===== src/rtl/bram_port_arbiter_if.sv =====
// Bus bundle for bram_port_arbiter: two requester ports, clear control and one BRAM port.
// Handshake: reqN/weN/addrN/dinN are held until gntN; gntN is combinational and the access
// happens in the cycle req&gnt are both high. rvalidN follows a granted read by one cycle.
interface bram_port_arbiter_if #(
  parameter int ADDR_WIDTH = 11,
  parameter int DATA_WIDTH = 8
);
  logic                  req0;
  logic                  we0;
  logic [ADDR_WIDTH-1:0] addr0;
  logic [DATA_WIDTH-1:0] din0;
  logic                  gnt0;
  logic                  rvalid0;

  logic                  req1;
  logic                  we1;
  logic [ADDR_WIDTH-1:0] addr1;
  logic [DATA_WIDTH-1:0] din1;
  logic                  gnt1;
  logic                  rvalid1;

  logic [DATA_WIDTH-1:0] rdata;

  logic                  clear_start;
  logic                  clear_busy;
  logic                  clear_done;

  logic                  bram_we;
  logic [ADDR_WIDTH-1:0] bram_addr;
  logic [DATA_WIDTH-1:0] bram_din;
  logic [DATA_WIDTH-1:0] bram_dout;

  modport slave (
    input  req0, we0, addr0, din0, req1, we1, addr1, din1, clear_start, bram_dout,
    output gnt0, rvalid0, gnt1, rvalid1, rdata, clear_busy, clear_done,
           bram_we, bram_addr, bram_din
  );

  modport master (
    output req0, we0, addr0, din0, req1, we1, addr1, din1, clear_start, bram_dout,
    input  gnt0, rvalid0, gnt1, rvalid1, rdata, clear_busy, clear_done,
           bram_we, bram_addr, bram_din
  );
endinterface


===== src/rtl/bram_port_arbiter.sv =====
// Round-robin arbiter sharing one BRAM port between two requesters, with an optional
// sequential clear engine compiled in by defining BRAM_ARB_CLEAR_EN.
module bram_port_arbiter #(
  parameter int                    ADDR_WIDTH  = 11,
  parameter int                    DATA_WIDTH  = 8,
  parameter int                    DEPTH       = 1 << ADDR_WIDTH,
  parameter logic [DATA_WIDTH-1:0] CLEAR_VALUE = '0
) (
  input  logic                clk,
  input  logic                rst_n,
  bram_port_arbiter_if.slave  bus,
  output logic                dbg_state_o
);
  typedef enum logic {S_IDLE = 1'b0, S_CLEAR = 1'b1} state_t;

  state_t                state_q, state_d;
  logic                  last_q, last_d;
  logic                  rvalid0_q, rvalid0_d;
  logic                  rvalid1_q, rvalid1_d;
  logic                  clr_go;
  logic                  pick0, pick1;
  logic                  gnt0, gnt1;
  logic                  bram_we;
  logic [ADDR_WIDTH-1:0] bram_addr;
  logic [DATA_WIDTH-1:0] bram_din;

`ifdef BRAM_ARB_CLEAR_EN
  // One extra counter bit lets DEPTH = 2^ADDR_WIDTH reach its last address without wrapping.
  localparam logic [ADDR_WIDTH:0] LAST_ADDR = (ADDR_WIDTH+1)'(DEPTH - 1);
  localparam logic [ADDR_WIDTH:0] CNT_ONE   = (ADDR_WIDTH+1)'(1);
  logic [ADDR_WIDTH:0] cnt_q, cnt_d;
  logic                clear_done_q, clear_done_d;
  assign clr_go = bus.clear_start;
`else
  localparam int                    depth_unused       = DEPTH;
  localparam logic [DATA_WIDTH-1:0] clear_value_unused = CLEAR_VALUE;
  logic clear_start_unused;
  assign clear_start_unused = bus.clear_start;
  assign clr_go             = 1'b0;
`endif

  // last_q names the requester served most recently; the other one wins a tie.
  assign pick0 = bus.req0 & (~bus.req1 | last_q);
  assign pick1 = bus.req1 & ~pick0;

  always_comb begin
    state_d   = state_q;
    last_d    = last_q;
    rvalid0_d = 1'b0;
    rvalid1_d = 1'b0;
    gnt0      = 1'b0;
    gnt1      = 1'b0;
    bram_we   = 1'b0;
    bram_addr = bus.addr0;
    bram_din  = bus.din0;
`ifdef BRAM_ARB_CLEAR_EN
    cnt_d        = cnt_q;
    clear_done_d = 1'b0;
`endif
    case (state_q)
      S_IDLE: begin
        if (clr_go) begin
          state_d = S_CLEAR;
        end else if (pick0) begin
          gnt0      = 1'b1;
          bram_we   = bus.we0;
          rvalid0_d = ~bus.we0;
          last_d    = 1'b0;
        end else if (pick1) begin
          gnt1      = 1'b1;
          bram_we   = bus.we1;
          bram_addr = bus.addr1;
          bram_din  = bus.din1;
          rvalid1_d = ~bus.we1;
          last_d    = 1'b1;
        end
      end
`ifdef BRAM_ARB_CLEAR_EN
      S_CLEAR: begin
        bram_we   = 1'b1;
        bram_addr = cnt_q[ADDR_WIDTH-1:0];
        bram_din  = CLEAR_VALUE;
        if (cnt_q == LAST_ADDR) begin
          state_d      = S_IDLE;
          cnt_d        = '0;
          clear_done_d = 1'b1;
        end else begin
          cnt_d = cnt_q + CNT_ONE;
        end
      end
`endif
      default: state_d = S_IDLE;
    endcase
  end

  always_ff @(posedge clk or negedge rst_n) begin
    if (!rst_n) begin
      state_q   <= S_IDLE;
      last_q    <= 1'b1;
      rvalid0_q <= 1'b0;
      rvalid1_q <= 1'b0;
    end else begin
      state_q   <= state_d;
      last_q    <= last_d;
      rvalid0_q <= rvalid0_d;
      rvalid1_q <= rvalid1_d;
    end
  end

`ifdef BRAM_ARB_CLEAR_EN
  always_ff @(posedge clk or negedge rst_n) begin
    if (!rst_n) begin
      cnt_q        <= '0;
      clear_done_q <= 1'b0;
    end else begin
      cnt_q        <= cnt_d;
      clear_done_q <= clear_done_d;
    end
  end

  assign bus.clear_busy = (state_q == S_CLEAR);
  assign bus.clear_done = clear_done_q;
`else
  assign bus.clear_busy = 1'b0;
  assign bus.clear_done = 1'b0;
`endif

  assign bus.gnt0      = gnt0;
  assign bus.gnt1      = gnt1;
  assign bus.rvalid0   = rvalid0_q;
  assign bus.rvalid1   = rvalid1_q;
  assign bus.rdata     = bus.bram_dout;
  assign bus.bram_we   = bram_we;
  assign bus.bram_addr = bram_addr;
  assign bus.bram_din  = bram_din;
  assign dbg_state_o   = state_q;
endmodule


===== src/flat_wrapper.sv =====
// flat-port wrapper written by rule: the top's interface ports become plain ports
module bram_port_arbiter_flat 
#(
  parameter int                    ADDR_WIDTH  = 11,
  parameter int                    DATA_WIDTH  = 8,
  parameter int                    DEPTH       = 1 << ADDR_WIDTH,
  parameter logic [DATA_WIDTH-1:0] CLEAR_VALUE = '0
)
  (clk, rst_n, dbg_state_o, bus_req0, bus_we0, bus_addr0, bus_din0, bus_req1, bus_we1, bus_addr1, bus_din1, bus_clear_start, bus_bram_dout, bus_gnt0, bus_rvalid0, bus_gnt1, bus_rvalid1, bus_rdata, bus_clear_busy, bus_clear_done, bus_bram_we, bus_bram_addr, bus_bram_din);
  bram_port_arbiter_if #(.ADDR_WIDTH(ADDR_WIDTH), .DATA_WIDTH(DATA_WIDTH)) bus_i ();
  input  logic clk;
  input  logic rst_n;
  output logic dbg_state_o;
  input wire logic [$bits(bus_i.req0)-1:0] bus_req0;
  input wire logic [$bits(bus_i.we0)-1:0] bus_we0;
  input wire logic [$bits(bus_i.addr0)-1:0] bus_addr0;
  input wire logic [$bits(bus_i.din0)-1:0] bus_din0;
  input wire logic [$bits(bus_i.req1)-1:0] bus_req1;
  input wire logic [$bits(bus_i.we1)-1:0] bus_we1;
  input wire logic [$bits(bus_i.addr1)-1:0] bus_addr1;
  input wire logic [$bits(bus_i.din1)-1:0] bus_din1;
  input wire logic [$bits(bus_i.clear_start)-1:0] bus_clear_start;
  input wire logic [$bits(bus_i.bram_dout)-1:0] bus_bram_dout;
  output wire logic [$bits(bus_i.gnt0)-1:0] bus_gnt0;
  output wire logic [$bits(bus_i.rvalid0)-1:0] bus_rvalid0;
  output wire logic [$bits(bus_i.gnt1)-1:0] bus_gnt1;
  output wire logic [$bits(bus_i.rvalid1)-1:0] bus_rvalid1;
  output wire logic [$bits(bus_i.rdata)-1:0] bus_rdata;
  output wire logic [$bits(bus_i.clear_busy)-1:0] bus_clear_busy;
  output wire logic [$bits(bus_i.clear_done)-1:0] bus_clear_done;
  output wire logic [$bits(bus_i.bram_we)-1:0] bus_bram_we;
  output wire logic [$bits(bus_i.bram_addr)-1:0] bus_bram_addr;
  output wire logic [$bits(bus_i.bram_din)-1:0] bus_bram_din;
  assign bus_i.req0 = bus_req0;
  assign bus_i.we0 = bus_we0;
  assign bus_i.addr0 = bus_addr0;
  assign bus_i.din0 = bus_din0;
  assign bus_i.req1 = bus_req1;
  assign bus_i.we1 = bus_we1;
  assign bus_i.addr1 = bus_addr1;
  assign bus_i.din1 = bus_din1;
  assign bus_i.clear_start = bus_clear_start;
  assign bus_i.bram_dout = bus_bram_dout;
  assign bus_gnt0 = bus_i.gnt0;
  assign bus_rvalid0 = bus_i.rvalid0;
  assign bus_gnt1 = bus_i.gnt1;
  assign bus_rvalid1 = bus_i.rvalid1;
  assign bus_rdata = bus_i.rdata;
  assign bus_clear_busy = bus_i.clear_busy;
  assign bus_clear_done = bus_i.clear_done;
  assign bus_bram_we = bus_i.bram_we;
  assign bus_bram_addr = bus_i.bram_addr;
  assign bus_bram_din = bus_i.bram_din;
  bram_port_arbiter #(.ADDR_WIDTH(ADDR_WIDTH), .DATA_WIDTH(DATA_WIDTH), .DEPTH(DEPTH), .CLEAR_VALUE(CLEAR_VALUE)) u_core (.clk(clk), .rst_n(rst_n), .bus(bus_i), .dbg_state_o(dbg_state_o));
endmodule

===== config.mk =====
export PLATFORM = sky130hd
export DESIGN_NAME = bram_port_arbiter_flat
export DESIGN_NICKNAME = d
export VERILOG_FILES = /design/src/rtl/bram_port_arbiter_if.sv /design/src/rtl/bram_port_arbiter.sv /design/src/flat_wrapper.sv
export SDC_FILE = /design/constraint.sdc
export NUM_CORES = 1
export LEC_CHECK = 0
export CAP_MARGIN = 5
export CORE_MARGIN = 1.5
export CORE_UTILIZATION = 23
export DETAILED_ROUTE_END_ITERATION = 16
export PLACE_DENSITY = 0.87
export REMOVE_ABC_BUFFERS = 1
export SYNTH_ARGS = -nofsm -noshare
export SYNTH_HDL_FRONTEND = slang
export SYNTH_SLANG_ARGS = --single-unit

===== constraint.sdc =====
create_clock -name clk -period 2.9 [get_ports clk]
set_clock_uncertainty 0.15 [all_clocks]
set_input_delay 0.58 -clock clk [delete_from_list [all_inputs] [get_ports clk]]
set_output_delay 0.58 -clock clk [all_outputs]
set_load 0.005 [all_outputs]

Word-level counts from Yosys, hierarchy flattened

Cells that the tools add are included.

Reduce and logical (&&, ||, !) cells: 1
Mux-type cells: 14
Bitwise operators: 7

Operator list:

| cell               | number |
|---|---|
| two-way mux 11 bit | 2 |
| two-way mux 8 bit  | 2 |
| two-way mux 1 bit  | 10 |
| NOT 1 bit          | 4 |
| AND 1 bit          | 2 |
| nonzero test 2 bit | 1 |
| bitwise OR 1 bit   | 1 |

Bits of input ports: 53
Logic and storage cells: 25
Register bits: 3
Output and inout port bits: 35

Logic depth before layout (Yosys ltp)

Word-level depth: 7
Mapped depth: 3

Worst setup path after synthesis

No wires, ideal clock.

Path type: input -> output
Start point: in bus_req1
End point: out bus_bram_addr[0]
Arrival time: 1.276 ns
Buffers on the path: 1
Cell stages on the path: 3
Path slack: 0.894 ns
Cell sequence: a21boi_4 > buf_6 > mux2_4

Longest elaborated chain between the ends: 7

Ends and longest elaborated chain:

| element                | line                    | text |
|---|---|---|
| start, declared        | flat_wrapper.sv:18      | `input wire logic [$bits(bus_i.req1)-1:0] bus_req1;` |
| NOT 1 bit              | bram_port_arbiter.sv:43 | `assign pick0 = bus.req0 & (~bus.req1 \| last_q);` |
| bitwise OR 1 bit       | bram_port_arbiter.sv:43 |  |
| AND 1 bit              | bram_port_arbiter.sv:43 |  |
| NOT 1 bit              | bram_port_arbiter.sv:44 | `assign pick1 = bus.req1 & ~pick0;` |
| AND 1 bit              | bram_port_arbiter.sv:44 |  |
| two-way mux 11 bit     | bram_port_arbiter.sv:69 | `end else if (pick1) begin` |
| two-way mux 11 bit (*) | bram_port_arbiter.sv:64 | `end else if (pick0) begin` |
| end, declared          | flat_wrapper.sv:32      | `output wire logic [$bits(bus_i.bram_addr)-1:0] bus_bram_addr;` |

Mark *: on every way between the ends. The rest lies on a longest branch, timed or not.

Worst setup path after layout

Start point: in bus_req1
End point: out bus_bram_din[6]

Longest elaborated chain between the ends: 7

Ends and longest elaborated chain:

| element               | line                    | text |
|---|---|---|
| NOT 1 bit             | bram_port_arbiter.sv:43 |  |
| bitwise OR 1 bit      | bram_port_arbiter.sv:43 |  |
| AND 1 bit             | bram_port_arbiter.sv:43 |  |
| NOT 1 bit             | bram_port_arbiter.sv:44 |  |
| AND 1 bit             | bram_port_arbiter.sv:44 |  |
| two-way mux 8 bit     | bram_port_arbiter.sv:69 |  |
| two-way mux 8 bit (*) | bram_port_arbiter.sv:64 |  |
| end, declared         | flat_wrapper.sv:33      | `output wire logic [$bits(bus_i.bram_din)-1:0] bus_bram_din;` |

Marks and branches as above.

==> flow_metrics.py <==
metrics = {
    "global_route": {
        "track_usage": 0.131,
        "grt.overflow.total": 0,
        "antenna_found_initial": 0,
        "grt_pass1_wl_mm": 2.52,
        "grt_pass1_vias": 607,
        "grt_max_degree": 11,
    },
    "placement": {
        "pre_cts_slack_ns": -0.135,
        "port_buffers": 67,
        "dpl_cell_area_um2": 1170,
        "place_congestion": 0.592,
        "dp_hpwl_mm": 1.35,
    },
    "die": {
        "io_pins": 88,
        "rows": 17,
        "coreArea_um2": 2190,
        "die_w_um": 51.1,
        "die-area_um2": 2610,
        "start_util": 0.243,
        "die_h_um": 51.1,
    },
    "critical_path": {
        "worstPathArrival_ns": 2.09,
        "worst_setup_path_end_kind": "primary output",
        "path_delay_family": "buffers and inverters",
        "critPathMaxFanout": 10,
        "worstSetupPathType": "input port to primary output",
        "path_buf_inv": 3,
        "crit_required_ns": 2.17,
        "cp_slowest_cell": "clkdlybuf4s50_1",
        "worstPathCellList": "dlygate4sd2_1 -> a21boi_4 -> bufbuf_16 -> mux2_4 -> clkdlybuf4s50_1",
        "cpPeakStageDelay_ns": 0.45,
        "startpoint_type": "input port",
    },
    "logic_synthesis": {
        "synth_edf_count": 0,
        "ys_async_sr_fraction": 1.00,
        "synth_area_leaders": "mux2_4 48%, buf_4 16%, dfrtp_1 9.4%",
        "yosysTopAreaCellShare": 0.480,
        "synth.distinct_cells": 15,
        "yosysMostFrequentCell": "mux2_4",
        "avgSynthCellArea_um2": 12.1,
        "synth_top_cell_by_area": "mux2_4",
        "ys_ff_latch": 3,
        "netlist_instances": 44,
        "yosysWarnings": 0,
        "synth_common_cells": "17 x mux2_4, 11 x buf_4, 2 x buf_6, 2 x dfrtp_1, 2 x mux2_2",
        "synth_area_um2": 532,
        "synthFlopType": "dfrtp_1",
        "ys_seq_area_frac": 0.144,
    },
    "routing": {
        "wirelength_mm": 1.71,
        "post_drt_via_cell_ratio": 4.30,
        "postRouteAntennaNets": 0,
        "drt_first_iter_violations": 2,
        "via_count": 598,
        "routedWlPerCell_um": 12.3,
        "first_pass_iters": 3,
        "drc_errors": 0,
    },
    "power_and_ir_drop": {
        "powerDensity_nw_per_um2": 275,
        "power_mw": 0.352,
        "irDropWorstVdd_uv": 172,
        "p_leak_nw": 0.560,
    },
    "clock_tree": {
        "cts_tree": "yes",
        "postCtsHoldBufs": 0,
        "clockBufferDepth": 2,
        "clk_pin_slew_worst_paths_ns": 0.04,
        "htree_num_levels": 1,
        "root_buffer": "clkbuf_4",
        "clock_latency_ns": 0.25,
        "cts_buffers": 3,
        "clock-sinks": 3,
    },
    "sta": {
        "setup_viol": 0,
        "hold_viol": 0,
        "tns_ns": 0,
        "setup_slack_ns": 0.0813,
        "period_needed_ns": 2.82,
        "timing.final.crit_share": 0.972,
        "slew_violations": 0,
        "max_freq_ghz": 0.355,
        "rsz0062_at_grt": "false",
    },
    "layout": {
        "area_growth_pct": 140,
        "drive_above_1_share": 0.297,
        "antennaDiodeCount": 0,
        "final_area_um2": 1280,
        "finalNetCount": 165,
        "utilization": 0.584,
    },
    "worst_hold_path": {
        "hold_path_class": "input port to asynchronous set/reset pin",
    },
    "outcome": {
        "outcome": "completed",
    },
    "run": {
        "drv_cap": 0,
    },
}
[where the power goes]
part	switching (mW)	internal, mW	total, mW
clock network	0.0268	0.0519	0.0787
logic	0.0516	0.171	0.222
registers	0.00364	0.0475	0.0511
[worst paths after layout]
check / depth (start not counted) / endpoint / slack (ns) / start
worst max register to register: 5 / u_core.bus.rvalid1$_DFF_PN0_ / 1.46 / u_core.last_q$_DFFE_PN1P_
max in group asynchronous: 1 / u_core.last_q$_DFFE_PN1P_ / 2.01 / rst_n
worst min-delay path: 1 / u_core.bus.rvalid0$_DFF_PN0_ / 0.37 / rst_n
min in group clk: 2 / u_core.last_q$_DFFE_PN1P_ / 0.39 / u_core.last_q$_DFFE_PN1P_
worst max-delay path: 5 / bus_bram_din[6] / 0.08 / bus_req1
worst min register to register: 2 / u_core.last_q$_DFFE_PN1P_ / 0.39 / u_core.last_q$_DFFE_PN1P_
[cell type report]
| type | instances | area, um2 |
|---|---|---|
| clock buffer | 4 | 26.3 |
| fill | 192 | 912 |
| multi-input combinational | 30 | 358 |
| sequential | 3 | 76.3 |
| tap | 28 | 35.0 |
| timing repair buffer | 74 | 783 |
[cells by family after synthesis]
| family | after synthesis | share of synthesized area |
|---|---|---|
| AOI/OAI and AO/OA | 3 | 0.0635 |
| DFF | 3 | 0.144 |
| and+or+nand+nor | 5 | 0.0659 |
| buffers and inverters | 13 | 0.198 |
| other | 1 | 0.00705 |
| muxes | 19 | 0.522 |
[registers in the layout, indices dropped and copies added (netlist names)]
name / cells
u_core.bus.rvalid0: 1
u_core.last_q: 1
u_core.bus.rvalid1: 1
[per-stage QoR]
stage          std cells  hold WS (ns)
4_1_cts              139         0.363
3_3_place_gp         131         0.359
5_1_grt              139         0.370
2_1_floorplan         33         0.134
3_5_place_dp         131         0.386
6_report             139         0.367
[metal layers]
layer,wire length (um),vias up,track usage
li1,-,275,-
met3,241,2,0.0673
met1,533,265,0.108
met4,25,0,0.0811
met2,906,56,0.242
met5,0,-,0
[timing repair]
action | in CTS | in global routing
endpoints found under the setup margin | 19 | 0
setup buffers | 2 | 0
resized for setup | 2 | 0
[placed cells by master (no fill, tap or decap), types with 2 or more instances in the layout]
cell type,count
dlygate4sd2_1,2
conb_1,3
mux2_4,17
clkdlybuf4s50_1,65
buf_4,4
mux2_2,2
clkbuf_4,3
dfrtp_1,2
bufbuf_16,2
Power figures use the tool's default switching activity.
